[config.mk]
export PLATFORM = sky130hd
export DESIGN_NAME = mult_fu
export DESIGN_NICKNAME = d
export VERILOG_FILES = /design/src/rtl/mult_fu.sv
export SDC_FILE = /design/constraint.sdc
export NUM_CORES = 2
export LEC_CHECK = 0
export ABC_AREA = 1
export CAP_MARGIN = 20
export CORE_UTILIZATION = 55
export CTS_BUF_LIST = sky130_fd_sc_hd__clkbuf_8 sky130_fd_sc_hd__clkbuf_16
export CTS_CLUSTER_SIZE = 30
export DETAILED_ROUTE_END_ITERATION = 16
export DONT_BUFFER_PORTS = 1
export PLACE_DENSITY = 0.73
export SYNTH_ARGS = -nofsm -noshare
export SYNTH_HDL_FRONTEND = slang
export SYNTH_SLANG_ARGS = --single-unit
[constraint.sdc]
create_clock -name clock -period 11.1 [get_ports clock]
set_input_delay 2.775 -clock clock [delete_from_list [all_inputs] [get_ports clock]]
set_output_delay 2.775 -clock clock [all_outputs]
set_load 0.05 [all_outputs]
[src/rtl/mult_fu.sv]
// Pipelined RV32M multiply unit: one radix-2^SliceW slice of the multiplier per stage,
// result held in the last stage until the CDB arbiter grants it.
module mult_fu #(
  parameter int unsigned XLEN      = 32,
  parameter int unsigned N_STAGES  = 4,
  parameter int unsigned PR_IDX_W  = 6,
  parameter int unsigned ROB_IDX_W = 5
) (
  input  logic                 clock,
  input  logic                 reset,
  input  logic                 squash,
  input  logic                 issue_valid,
  input  logic [1:0]           issue_func,
  input  logic [XLEN-1:0]      issue_opa,
  input  logic [XLEN-1:0]      issue_opb,
  input  logic [PR_IDX_W-1:0]  issue_pr_idx,
  input  logic [ROB_IDX_W-1:0] issue_rob_idx,
  output logic                 busy,
  output logic                 cdb_req,
  input  logic                 cdb_gnt,
  output logic [XLEN-1:0]      cdb_result,
  output logic [PR_IDX_W-1:0]  cdb_pr_idx,
  output logic [ROB_IDX_W-1:0] cdb_rob_idx
);

  localparam int unsigned DW     = 2 * XLEN;
  localparam int unsigned SliceW = DW / N_STAGES;

  localparam logic [1:0] FnMul   = 2'd0;
  localparam logic [1:0] FnMulh  = 2'd1;
  localparam logic [1:0] FnMulhu = 2'd3;

  typedef logic [DW-1:0] dword_t;

  // Per-stage state; index 0 is the stage fed by the issue port.
  logic [N_STAGES-1:0]  valid_q, valid_d;
  logic [N_STAGES-1:0]  adv;
  logic [1:0]           func_q    [N_STAGES];
  logic [PR_IDX_W-1:0]  pr_idx_q  [N_STAGES];
  logic [ROB_IDX_W-1:0] rob_idx_q [N_STAGES];
  dword_t               mcand_q   [N_STAGES];
  dword_t               mplier_q  [N_STAGES];
  dword_t               partial_q [N_STAGES];

  // Values each stage loads when it advances.
  logic [1:0]           func_ld    [N_STAGES];
  logic [PR_IDX_W-1:0]  pr_idx_ld  [N_STAGES];
  logic [ROB_IDX_W-1:0] rob_idx_ld [N_STAGES];
  dword_t               mcand_ld   [N_STAGES];
  dword_t               mplier_ld  [N_STAGES];
  dword_t               partial_ld [N_STAGES];

  logic   opa_sext, opb_sext, accept;
  dword_t issue_mcand, issue_mplier;

  assign opa_sext     = (issue_func != FnMulhu);
  assign opb_sext     = (issue_func == FnMul) || (issue_func == FnMulh);
  assign issue_mcand  = {{XLEN{opa_sext & issue_opa[XLEN-1]}}, issue_opa};
  assign issue_mplier = {{XLEN{opb_sext & issue_opb[XLEN-1]}}, issue_opb};

  // A stage moves if it is empty or everything downstream of it moves.
  always_comb begin
    logic a;
    a = ~valid_q[N_STAGES-1] | cdb_gnt;
    adv[N_STAGES-1] = a;
    for (int k = N_STAGES - 2; k >= 0; k--) begin
      a      = ~valid_q[k] | a;
      adv[k] = a;
    end
  end

  assign busy   = valid_q[0] & ~adv[0];
  assign accept = issue_valid & ~busy & ~squash;

  always_comb begin
    func_ld[0]    = issue_func;
    pr_idx_ld[0]  = issue_pr_idx;
    rob_idx_ld[0] = issue_rob_idx;
    mcand_ld[0]   = issue_mcand;
    mplier_ld[0]  = issue_mplier;
    partial_ld[0] = issue_mcand * dword_t'(issue_mplier[SliceW-1:0]);
    for (int k = 1; k < N_STAGES; k++) begin
      func_ld[k]    = func_q[k-1];
      pr_idx_ld[k]  = pr_idx_q[k-1];
      rob_idx_ld[k] = rob_idx_q[k-1];
      mcand_ld[k]   = mcand_q[k-1];
      mplier_ld[k]  = mplier_q[k-1];
      partial_ld[k] = partial_q[k-1]
                    + ((mcand_q[k-1] * dword_t'(mplier_q[k-1][k*SliceW +: SliceW]))
                       << (k * SliceW));
    end
  end

  always_comb begin
    valid_d = valid_q;
    if (squash) begin
      valid_d = '0;
    end else begin
      if (adv[0]) valid_d[0] = accept;
      for (int k = 1; k < N_STAGES; k++) begin
        if (adv[k]) valid_d[k] = valid_q[k-1];
      end
    end
  end

  always_ff @(posedge clock or negedge reset) begin
    if (!reset) begin
      valid_q <= '0;
    end else begin
      valid_q <= valid_d;
    end
  end

  // Payload is qualified by valid_q, so it needs no reset.
  always_ff @(posedge clock) begin
    for (int k = 0; k < N_STAGES; k++) begin
      if (adv[k]) begin
        func_q[k]    <= func_ld[k];
        pr_idx_q[k]  <= pr_idx_ld[k];
        rob_idx_q[k] <= rob_idx_ld[k];
        mcand_q[k]   <= mcand_ld[k];
        mplier_q[k]  <= mplier_ld[k];
        partial_q[k] <= partial_ld[k];
      end
    end
  end

  always_comb begin
    cdb_req     = valid_q[N_STAGES-1];
    cdb_result  = '0;
    cdb_pr_idx  = '0;
    cdb_rob_idx = '0;
    if (valid_q[N_STAGES-1]) begin
      cdb_result  = (func_q[N_STAGES-1] == FnMul) ? partial_q[N_STAGES-1][XLEN-1:0]
                                                   : partial_q[N_STAGES-1][DW-1:XLEN];
      cdb_pr_idx  = pr_idx_q[N_STAGES-1];
      cdb_rob_idx = rob_idx_q[N_STAGES-1];
    end
  end

  // Each stage only consumes its own multiplier slice; the rest rides along.
  logic unused_operands;
  always_comb begin
    unused_operands = ^mcand_q[N_STAGES-1];
    for (int k = 0; k < N_STAGES; k++) begin
      unused_operands = unused_operands ^ (^mplier_q[k]);
    end
  end

endmodule

==> results.tsv <==
stage	metric	value	unit
placement	placed_cell_area	67870	um^2
worst_setup_path	crit_arrival	9.04	ns
status	status	completed	
detailed_routing	dr.pass1.iters	6	
placement	port_buffers	0	
sta	slew_violations	0	
detailed_routing	via_per_inst	5.346	
clock_tree	cts.sinks	398	
synthesis	yosys_register_bits	398	
worst_setup_path	cp_top_family	adder cells	
sta	clock_skew	0.06382	ns
worst_hold_path	hold_class	reg2reg	
clock_tree	cts_inserted_buffers	45	
worst_setup_path	cpPeakStageDelay	0.82	ns
worst_setup_path	path_buf_inv	8	
clock_tree	cts_root_buf	clkbuf_16	
layout	final_area	69430	um^2
clock_tree	cts_hold_buf	0	
sta	setup_viol	0	
grt	top_usage_layer	met2	
grt	met2_usage	51.60	%
layout	nets	9322	
placement	post-dp-hpwl	152.1	mm
worst_setup_path	reg2reg_depth	34	
worst_setup_path	crit_path_max_fanout	20	
layout	syn_to_final_growth	4.469	%
clock_tree	cts-htree-levels	2	
grt	met1_usage	41.53	%
worst_setup_path	crit_path_end_kind	flop	
clock_tree	tritoncts	yes	
worst_setup_path	worst_setup_path_start_kind	flop	
detailed_routing	drt_iter0_drc	4236	
floorplan	initial_utilization	55.47	%
worst_setup_path	crit_type	reg2reg	
synthesis	synth_ff_type	edfxtp_1	
layout	fill_cells	10655	
synthesis	syn_inst	7746	
worst_setup_path	crit_required	11.51	ns
sta	finalHoldViolCount	0	
grt	grt_usage	31.33	%
sta	min_period	8.629	ns
detailed_routing	wl	184.9	mm
synthesis	synth-edff-count	394	
synthesis	synth_cell_types	57	
worst_hold_path	min_delay_path_depth	0	
grt	grt_max_degree	82	
synthesis	yosysSeqAreaShare	17.95	%
sta	fmax	115.9	MHz
sta	finalSetupTns	0	ns
grt	antenna_found_initial	16	
floorplan	die_w	349.6	um
worst_setup_path	cpMaxStageDelayCell	edfxtp_1	
detailed_routing	vias	49324	
sta	tightest_slew	1.111	ns
clock_tree	path_clk_slew	0.06	ns
sta	fin_crit_sh	77.74	%
layout	drive_gt1_share	2.575	%
worst_setup_path	critPathMostFrequentCell	nand2_1	
synthesis	yosys_warnings	0	
run	cap_violations	0	
clock_tree	clockBufferDepth	3	
sta	slew_headroom	25.66	%
grt	grt_pass1_wl	292.8	mm
grt	grt_pass1_vias	52249	
detailed_routing	wl_per_cell	20.04	um
synthesis	async_reset_ff_share	1.005	%
worst_setup_path	worstSetupPathDepth	34	
synthesis	synth_area	66460	um^2
placement	gp_congestion	0.9993	
clock_tree	post_cts_resized	0	
sta	grt_setup_unrepaired	no	
floorplan	die_h	349.6	um
floorplan	fp.dieArea	122200	um^2
clock_tree	postCtsSetupBuffers	0	
detailed_routing	antenna_left	0	
detailed_routing	drc	0	
clock_tree	clk_latency	0.65	ns
grt	use_met3	4.938	%
grt	grt_overflow_total	0	
synthesis	avgSynthCellArea	8.580	um^2
floorplan	rows	127	
floorplan	io_pins	127	
synthesis	syn_nets	9490	
floorplan	core	119800	um^2
cells in the mapped netlist, types with 13 or more instances:
cell type  instances  area, um^2
a21o_1            31       232.7
a21oi_1          273        1366
a31oi_1           20       125.1
clkbuf_1         258       968.4
edfxtp_1         394       11830
fa_1            1268       25380
ha_1             394        4930
inv_1           2152        8078
nand2_1         1779        6678
nand3_1          146       730.7
nand4_1           22       137.6
nor2_1           404        1516
nor3_1            34       170.2
o21a_1            13       97.59
o21ai_0          147       735.7
o21ai_1           16       80.08
o21bai_1          34       255.2
xnor2_1           75       656.9
xor2_1           154        1349
layer usage:
metal | share of wire, % | routed length (um)
met1 | 40 | 74870
met3 | 7.6 | 14110
met2 | 47 | 87310
met5 | 0.041 | 76
met4 | 4.6 | 8527
final timing paths:
path	start	end	slack, ns
worst max-delay path	mplier_q[0][21]	partial_q[1][63]	2.47
worst min-delay path	rob_idx_q[1][2]	rob_idx_q[2][2]	0.41
worst max register to register	mplier_q[0][21]	partial_q[1][63]	2.47
worst min register to register	rob_idx_q[1][2]	rob_idx_q[2][2]	0.41
max in group asynchronous	reset	valid_q[0]	9.19
min in group asynchronous	reset	valid_q[2]	1.84
cell families after synthesis:
logic type | Yosys count | share of synthesized area (%)
buffers and inverters | 2422 | 13.69
flip-flops | 398 | 17.95
AND/OR/NAND/NOR | 2447 | 14.63
adder cells (fa/ha/maj) | 1662 | 45.61
XOR/XNOR | 229 | 3.018
AO/OA/AOI/OAI | 588 | 5.093
metrics by stage:
step | util, % | setup slack, ns | std cells | hold slack (ns)
finish | 57.95 | 2.471 | 9227 | 0.4120
global route | 57.94 | 2.008 | 9225 | 0.4187
CTS | 57.94 | 2.615 | 9225 | 0.4132
detailed placement | 56.64 | 2.566 | 9143 | 0.4045
global placement | 56.64 | 2.566 | 9143 | 0.4004
floorplan | - | 0.09091 | 7746 | 0.4003
final cells by class:
class                           instances  area, um^2  area share (%)
Sequential cell                       398       11930           17.19
Inverter                             2158        8110           11.68
Timing Repair Buffer                   49       367.9          0.5298
Tap cell                             1612        2017           2.905
Antenna cell                            2       5.005        0.007209
Clock inverter                         37       431.7          0.6217
Multi-Input combinational cell       4926       45440           65.45
Clock buffer                           45        1126           1.622
sequential cells by signal, summed over array words and instances, names as in the netlist:
| signal | count |
|---|---|
| rob_idx_q | 20 |
| partial_q | 242 |
| mcand_q | 81 |
| mplier_q | 19 |
| pr_idx_q | 24 |
| valid_q | 4 |
| func_q | 8 |
placed cells by master (no fill, tap or decap), types with 10 or more instances in the layout:
| cell | count |
|---|---|
| nand3_1 | 146 |
| nand4_1 | 22 |
| a31oi_1 | 20 |
| clkinv_2 | 10 |
| a21oi_1 | 273 |
| o21bai_1 | 34 |
| nand2_2 | 11 |
| clkbuf_16 | 45 |
| nor3_1 | 34 |
| edfxtp_1 | 394 |
| a21oi_2 | 10 |
| nand3b_1 | 11 |
| nand2_1 | 1778 |
| nor2_1 | 403 |
| o21a_1 | 13 |
| buf_4 | 49 |
| fa_1 | 1268 |
| xor2_1 | 154 |
| o21ai_1 | 16 |
| a21o_1 | 31 |
| o21ai_0 | 147 |
| xnor2_1 | 75 |
| ha_1 | 394 |
| inv_1 | 2155 |
Power is not shown: default switching activity piles up to over one toggle a cycle in this logic, so the estimate is an artifact.
